`config.mk`:
```
export PLATFORM = sky130hd
export DESIGN_NAME = ifu_fetch_stage_flat
export DESIGN_NICKNAME = d
export VERILOG_FILES = /design/src/rtl/cpu_defs.sv /design/src/rtl/ifu_fetch_stage_if.sv /design/src/rtl/fd_pipe_reg.sv /design/src/rtl/ifu_fetch_stage.sv /design/src/flat_wrapper.sv
export SDC_FILE = /design/constraint.sdc
export NUM_CORES = 1
export LEC_CHECK = 0
export BUFFER_PORTS_ARGS = -buffer_cell sky130_fd_sc_hd__buf_2
export CORE_AREA = 2 2 104 106
export DETAILED_ROUTE_END_ITERATION = 8
export DIE_AREA = 0 0 106 108
export PLACE_DENSITY = 0.78
export SYNTH_ARGS = -nofsm -noshare
export SYNTH_HDL_FRONTEND = slang
export SYNTH_SLANG_ARGS = --single-unit
```
`constraint.sdc`:
```
create_clock -name clk -period 3.5 [get_ports clk]
set_input_delay 0.525 -clock clk [delete_from_list [all_inputs] [get_ports clk]]
set_output_delay 0.525 -clock clk [all_outputs]
set_load 0.02 [all_outputs]
```
`src/rtl/cpu_defs.sv`:
```
// rtl/cpu_defs.sv - shared CPU constants: exception codes, address map, NOP
package cpu_defs;

    localparam logic [4:0]  EXC_NONE   = 5'd0;
    localparam logic [4:0]  EXC_ADEL   = 5'd4;

    localparam logic [31:0] RESET_PC   = 32'h0000_3000;
    localparam logic [31:0] HANDLER_PC = 32'h0000_4180;
    localparam logic [31:0] IM_BASE    = 32'h0000_3000;
    localparam logic [31:0] IM_LAST    = 32'h0000_6FFC;

    localparam logic [31:0] NOP        = 32'h0000_0000;

endpackage

```
`src/rtl/ifu_fetch_stage_if.sv`:
```
// rtl/ifu_fetch_stage_if.sv - fetch stage control, IM bus and F/D outputs
interface ifu_fetch_stage_if;

    logic        stall;
    logic        req;
    logic        jump_flag;
    logic [31:0] jump_target;
    logic        d_is_jump;
    logic        d_is_eret;
    logic [31:0] i_inst_addr;
    logic [31:0] i_inst_rdata;
    logic [31:0] F_pc;
    logic [31:0] D_instr;
    logic [31:0] D_pc;
    logic [4:0]  D_exc;
    logic        D_bd;

    // Fetch stage side
    modport master (
        input  stall, req, jump_flag, jump_target, d_is_jump, d_is_eret, i_inst_rdata,
        output i_inst_addr, F_pc, D_instr, D_pc, D_exc, D_bd
    );

    // Surrounding pipeline / memory side
    modport slave (
        output stall, req, jump_flag, jump_target, d_is_jump, d_is_eret, i_inst_rdata,
        input  i_inst_addr, F_pc, D_instr, D_pc, D_exc, D_bd
    );

endinterface

```
`src/rtl/fd_pipe_reg.sv`:
```
// rtl/fd_pipe_reg.sv - F/D pipeline register with flush > stall > kill priority
module fd_pipe_reg #(
    parameter logic [31:0] RESET_PC   = cpu_defs::RESET_PC,
    parameter logic [31:0] HANDLER_PC = cpu_defs::HANDLER_PC
) (
    input  logic        clk,
    input  logic        reset,
    input  logic        flush,
    input  logic        stall,
    input  logic        kill,
    input  logic [31:0] f_instr,
    input  logic [31:0] f_pc,
    input  logic [4:0]  f_exc,
    input  logic        f_bd,
    output logic [31:0] d_instr,
    output logic [31:0] d_pc,
    output logic [4:0]  d_exc,
    output logic        d_bd
);

    // Flush and kill still load a PC so EPC taken from D stays meaningful
    always_ff @(posedge clk or posedge reset) begin
        if (reset) begin
            d_instr <= cpu_defs::NOP;
            d_pc    <= RESET_PC;
            d_exc   <= cpu_defs::EXC_NONE;
            d_bd    <= 1'b0;
        end else if (flush) begin
            d_instr <= cpu_defs::NOP;
            d_pc    <= HANDLER_PC;
            d_exc   <= cpu_defs::EXC_NONE;
            d_bd    <= 1'b0;
        end else if (stall) begin
            d_instr <= d_instr;
            d_pc    <= d_pc;
            d_exc   <= d_exc;
            d_bd    <= d_bd;
        end else if (kill) begin
            d_instr <= cpu_defs::NOP;
            d_pc    <= f_pc;
            d_exc   <= cpu_defs::EXC_NONE;
            d_bd    <= 1'b0;
        end else begin
            d_instr <= f_instr;
            d_pc    <= f_pc;
            d_exc   <= f_exc;
            d_bd    <= f_bd;
        end
    end

endmodule

```
`src/rtl/ifu_fetch_stage.sv`:
```
// rtl/ifu_fetch_stage.sv - PC register, fetch address check and F/D register
module ifu_fetch_stage #(
    parameter logic [31:0] RESET_PC   = cpu_defs::RESET_PC,
    parameter logic [31:0] HANDLER_PC = cpu_defs::HANDLER_PC,
    parameter logic [31:0] IM_BASE    = cpu_defs::IM_BASE,
    parameter logic [31:0] IM_LAST    = cpu_defs::IM_LAST
) (
    input  logic               clk,
    input  logic               reset,
    ifu_fetch_stage_if.master  bus
);

    logic [31:0] pc;
    logic        adel;
    logic [31:0] fetched_instr;
    logic [4:0]  fetched_exc;

    // Bad targets are loaded as-is; AdEL only shows up once they are fetched
    assign adel          = (pc[1:0] != 2'b00) || (pc < IM_BASE) || (pc > IM_LAST);
    assign fetched_instr = adel ? cpu_defs::NOP : bus.i_inst_rdata;
    assign fetched_exc   = adel ? cpu_defs::EXC_ADEL : cpu_defs::EXC_NONE;

    assign bus.i_inst_addr = pc;
    assign bus.F_pc        = pc;

    // Next PC: exception redirect beats stall, stall beats jump, else sequential
    always_ff @(posedge clk or posedge reset) begin
        if (reset) begin
            pc <= RESET_PC;
        end else if (bus.req) begin
            pc <= HANDLER_PC;
        end else if (bus.stall) begin
            pc <= pc;
        end else if (bus.jump_flag) begin
            pc <= bus.jump_target;
        end else begin
            pc <= pc + 32'd4;
        end
    end

    fd_pipe_reg #(
        .RESET_PC   (RESET_PC),
        .HANDLER_PC (HANDLER_PC)
    ) u_fd (
        .clk     (clk),
        .reset   (reset),
        .flush   (bus.req),
        .stall   (bus.stall),
        .kill    (bus.d_is_eret),
        .f_instr (fetched_instr),
        .f_pc    (pc),
        .f_exc   (fetched_exc),
        .f_bd    (bus.d_is_jump),
        .d_instr (bus.D_instr),
        .d_pc    (bus.D_pc),
        .d_exc   (bus.D_exc),
        .d_bd    (bus.D_bd)
    );

endmodule

```
`src/flat_wrapper.sv`:
```
// flat-port wrapper written by rule: the top's interface ports become plain ports
module ifu_fetch_stage_flat 
#(
    parameter logic [31:0] RESET_PC   = cpu_defs::RESET_PC,
    parameter logic [31:0] HANDLER_PC = cpu_defs::HANDLER_PC,
    parameter logic [31:0] IM_BASE    = cpu_defs::IM_BASE,
    parameter logic [31:0] IM_LAST    = cpu_defs::IM_LAST
)
  (clk, reset, bus_stall, bus_req, bus_jump_flag, bus_jump_target, bus_d_is_jump, bus_d_is_eret, bus_i_inst_rdata, bus_i_inst_addr, bus_F_pc, bus_D_instr, bus_D_pc, bus_D_exc, bus_D_bd);
  ifu_fetch_stage_if bus_i ();
  input  logic clk;
  input  logic reset;
  input wire logic [$bits(bus_i.stall)-1:0] bus_stall;
  input wire logic [$bits(bus_i.req)-1:0] bus_req;
  input wire logic [$bits(bus_i.jump_flag)-1:0] bus_jump_flag;
  input wire logic [$bits(bus_i.jump_target)-1:0] bus_jump_target;
  input wire logic [$bits(bus_i.d_is_jump)-1:0] bus_d_is_jump;
  input wire logic [$bits(bus_i.d_is_eret)-1:0] bus_d_is_eret;
  input wire logic [$bits(bus_i.i_inst_rdata)-1:0] bus_i_inst_rdata;
  output wire logic [$bits(bus_i.i_inst_addr)-1:0] bus_i_inst_addr;
  output wire logic [$bits(bus_i.F_pc)-1:0] bus_F_pc;
  output wire logic [$bits(bus_i.D_instr)-1:0] bus_D_instr;
  output wire logic [$bits(bus_i.D_pc)-1:0] bus_D_pc;
  output wire logic [$bits(bus_i.D_exc)-1:0] bus_D_exc;
  output wire logic [$bits(bus_i.D_bd)-1:0] bus_D_bd;
  assign bus_i.stall = bus_stall;
  assign bus_i.req = bus_req;
  assign bus_i.jump_flag = bus_jump_flag;
  assign bus_i.jump_target = bus_jump_target;
  assign bus_i.d_is_jump = bus_d_is_jump;
  assign bus_i.d_is_eret = bus_d_is_eret;
  assign bus_i.i_inst_rdata = bus_i_inst_rdata;
  assign bus_i_inst_addr = bus_i.i_inst_addr;
  assign bus_F_pc = bus_i.F_pc;
  assign bus_D_instr = bus_i.D_instr;
  assign bus_D_pc = bus_i.D_pc;
  assign bus_D_exc = bus_i.D_exc;
  assign bus_D_bd = bus_i.D_bd;
  ifu_fetch_stage #(.RESET_PC(RESET_PC), .HANDLER_PC(HANDLER_PC), .IM_BASE(IM_BASE), .IM_LAST(IM_LAST)) u_core (.clk(clk), .reset(reset), .bus(bus_i));
endmodule
```
==> flow_summary.json <==
{
  "status": "completed",
  "antenna_left": 0,
  "rows": 37,
  "cap_violations": 0,
  "maxClockFrequency_mhz": 407,
  "clkLatencyLatePin_ps": 370,
  "finalSetupViolations": 0,
  "postSynthAreaPerCell_um2": 9.87,
  "cp_common_cell": "or4_4",
  "arrival_ps": 2750,
  "die_area_um2": 11400,
  "wl_per_cell_um": 17.6,
  "cts_buffers": 9,
  "synth-warning-count": 0,
  "dpl.cell_count": 780,
  "netlist_area_um2": 4960,
  "cp.required_ps": 3790,
  "dr.first_iter.drc_count": 319,
  "setup_tns_ps": 0,
  "grt_overflow": 0,
  "crit_path_end_kind": "flip-flop",
  "regArea_um2": 2460,
  "clock_path_buffers": 2,
  "initial_utilization_pct": 48.5,
  "drive_above_1_share_pct": 35.8,
  "synth_cell_type_count": 53,
  "cts_root_buf": "clkbuf_8",
  "syn2layout_area_growth_pct": 20.4,
  "finClkSkew_ps": 7.94,
  "postCtsSetupRepairBufs": 0,
  "synth_edf_count": 0,
  "dr_total_vias": 4466,
  "path_clk_slew_ps": 90,
  "reg2reg_slack_ps": 1040,
  "synth_ff_type": "dfrtp_1",
  "ys_ff_latch": 98,
  "die_y_um": 108,
  "cts.sinks": 98,
  "path_cells": "nand4_2, or4_4, or4_4, or3_1, a31oi_1",
  "postSynthCellCount": 503,
  "period_minus_slack_ps": 2460,
  "core_area_um2": 10200,
  "place_hpwl_um": 10000,
  "period_share_pct": 70.2,
  "grt_max_degree": 93,
  "routed_wl_um": 14000,
  "via_per_inst": 5.61,
  "ios": 205,
  "hold_ws_ps": 366,
  "antenna_found_initial": 0,
  "num-fill-cells": 921,
  "layout.cells.non_filler": 796,
  "maxSlewViolCount": 0,
  "slowest_stage": "or4_4",
  "groute.usage.overall_pct": 24.5,
  "synthArstFlopShare_pct": 100,
  "grt_pass1_wl_um": 21800,
  "grt_setup_unrepaired": "false",
  "leakage_nw": 3.11,
  "crit_path_max_incr_delay_ps": 590,
  "portBuffers": 200,
  "die_w_um": 106,
  "multi_input_area_um2": 2080,
  "synth_seq_area_share_pct": 49.5,
  "place_congestion": 0.874,
  "finalNetCount": 727,
  "powerDensity_nw_per_um2": 375,
  "worstPathMaxFanout": 10,
  "hp-class": "in -> reg",
  "antennaDiodeCount": 0,
  "path_class": "reg -> reg",
  "startpoint_type": "flip-flop",
  "hold_buffers": 0,
  "maxSlewHeadroom_pct": 25.1,
  "grt_pass1_vias": 4193,
  "worst_pin_slew_ps": 1120,
  "drc_errors": 0,
  "cts_tree": "built",
  "dr.pass1.iters": 5,
  "cts_resized": 0,
  "vdd_drop_max_uv": 171,
  "final_hold_viol_count": 0,
  "h-tree-depth": 3
}
## critical path, delay by kind of cell, from the launching register on
kind,cells,cell delay (ps)
compound gates,1,170
flops,1,510
simple gates,4,1690
## cell usage in the layout (no fill, tap or decap), types with 2 or more instances in the layout
cell type,instances
and4_1,4
clkinv_2,2
a21o_1,3
and3_1,7
inv_1,7
mux2_2,2
a22o_1,33
buf_4,11
nor4_1,7
or4_1,5
nand2b_1,6
nor3_1,11
nand4_1,7
mux2i_1,34
a211oi_1,4
dfrtp_1,94
o21ai_0,14
buf_2,199
o22ai_1,3
a211o_1,3
nand3_1,13
clkbuf_8,9
nand2_1,22
o31ai_1,2
o21bai_1,2
dfstp_2,4
clkbuf_1,4
nor3b_1,2
or4_4,2
a22oi_1,11
a21oi_1,25
or3_1,6
nor2b_1,5
conb_1,4
nor2_1,63
a31oi_1,8
## metrics by stage
step                instance area, um2  setup WS (ps)  util, %  total power, mW
floorplan                         4970            420        -             1.50
global placement                  5820           1160     56.9             1.61
detailed placement                5820           1100     56.9             1.62
CTS                               5980           1070     58.4             2.26
global route                      5980            951     58.4             2.34
finish                            5980           1040     58.4             2.24
## synthesized netlist by cell type (4+ instances only)
cell type | instances | area [um2]
dfrtp_1 | 94 | 2350
nor2_1 | 64 | 240
buf_4 | 36 | 270
clkbuf_1 | 34 | 128
mux2i_1 | 34 | 340
a22o_1 | 33 | 289
a21oi_1 | 25 | 125
nand2_1 | 22 | 82.6
o21ai_0 | 14 | 70.1
nand3_1 | 13 | 65.1
a22oi_1 | 11 | 82.6
nor3_1 | 11 | 55.1
a31oi_1 | 8 | 50.1
inv_1 | 8 | 30.0
nor4_1 | 8 | 50.1
and3_1 | 7 | 43.8
nand4_1 | 7 | 43.8
nand2b_1 | 6 | 37.5
or3_1 | 6 | 37.5
nor2b_1 | 5 | 31.3
or4_1 | 5 | 37.5
a211oi_1 | 4 | 30.0
and4_1 | 4 | 35.0
dfstp_2 | 4 | 105
## routing by layer
layer / up-vias / global-route usage (%) / share of wire, %
li1: 2087 / - / -
met3: 17 / 5.36 / 8.1
met5: - / 0 / 0
met4: 0 / 9.02 / 1.6
met2: 235 / 39.4 / 47
met1: 2127 / 32.8 / 44
## area by class of cell
type                            instances  share of cell area [%]
Timing Repair Buffer                  210                    18.0
Clock buffer                           13                    2.32
Tap cell                              136                    2.85
Inverter                                9                   0.607
Sequential cell                        98                    41.1
Multi-Input combinational cell        327                    34.8
Clock inverter                          3                   0.293
## final timing paths
check,start,endpoint,cells after the start
min reg2reg,u_core.u_fd.d_pc[7]$_DFFE_PP0P_,u_core.u_fd.d_pc[7]$_DFFE_PP0P_,1
max reg2reg,u_core.bus.F_pc[8]$_DFFE_PP0P_,u_core.bus.F_pc[23]$_DFFE_PP0P_,5
min in group asynchronous,reset,u_core.u_fd.d_pc[8]$_DFFE_PP0P_,2
max,u_core.bus.F_pc[8]$_DFFE_PP0P_,u_core.bus.F_pc[23]$_DFFE_PP0P_,5
min,bus_i_inst_rdata[30],u_core.u_fd.d_instr[30]$_DFFE_PP0P_,2
max in group asynchronous,reset,u_core.u_fd.d_pc[26]$_DFFE_PP0P_,3
## registers in the layout, summed over array words and instances, names as in the netlist
signal               count
u_core.u_fd.d_bd         1
u_core.u_fd.d_instr     32
u_core.u_fd.d_exc        1
u_core.u_fd.d_pc        32
u_core.bus.F_pc         32
## power by group
| part | switching (mW) | internal, mW |
|---|---|---|
| sequential | 0.0546 | 1.17 |
| combinational | 0.239 | 0.134 |
| clock | 0.382 | 0.258 |
| total | 0.677 | 1.56 |
## kinds of logic (layout without fill, tap and decap cells)
logic type	Yosys count	after routing	synth area share [%]
and+or+nand+nor	167	167	16.9
AOI/OAI and AO/OA	117	117	16.6
DFF	98	98	49.5
buffers and inverters	81	235	9.00
muxes	36	36	7.31
xor gates and xnor gates	2	2	0.353
adders and majority gates	1	1	0.252
other	1	4	0.0756
(Power assumes the default switching activity.)
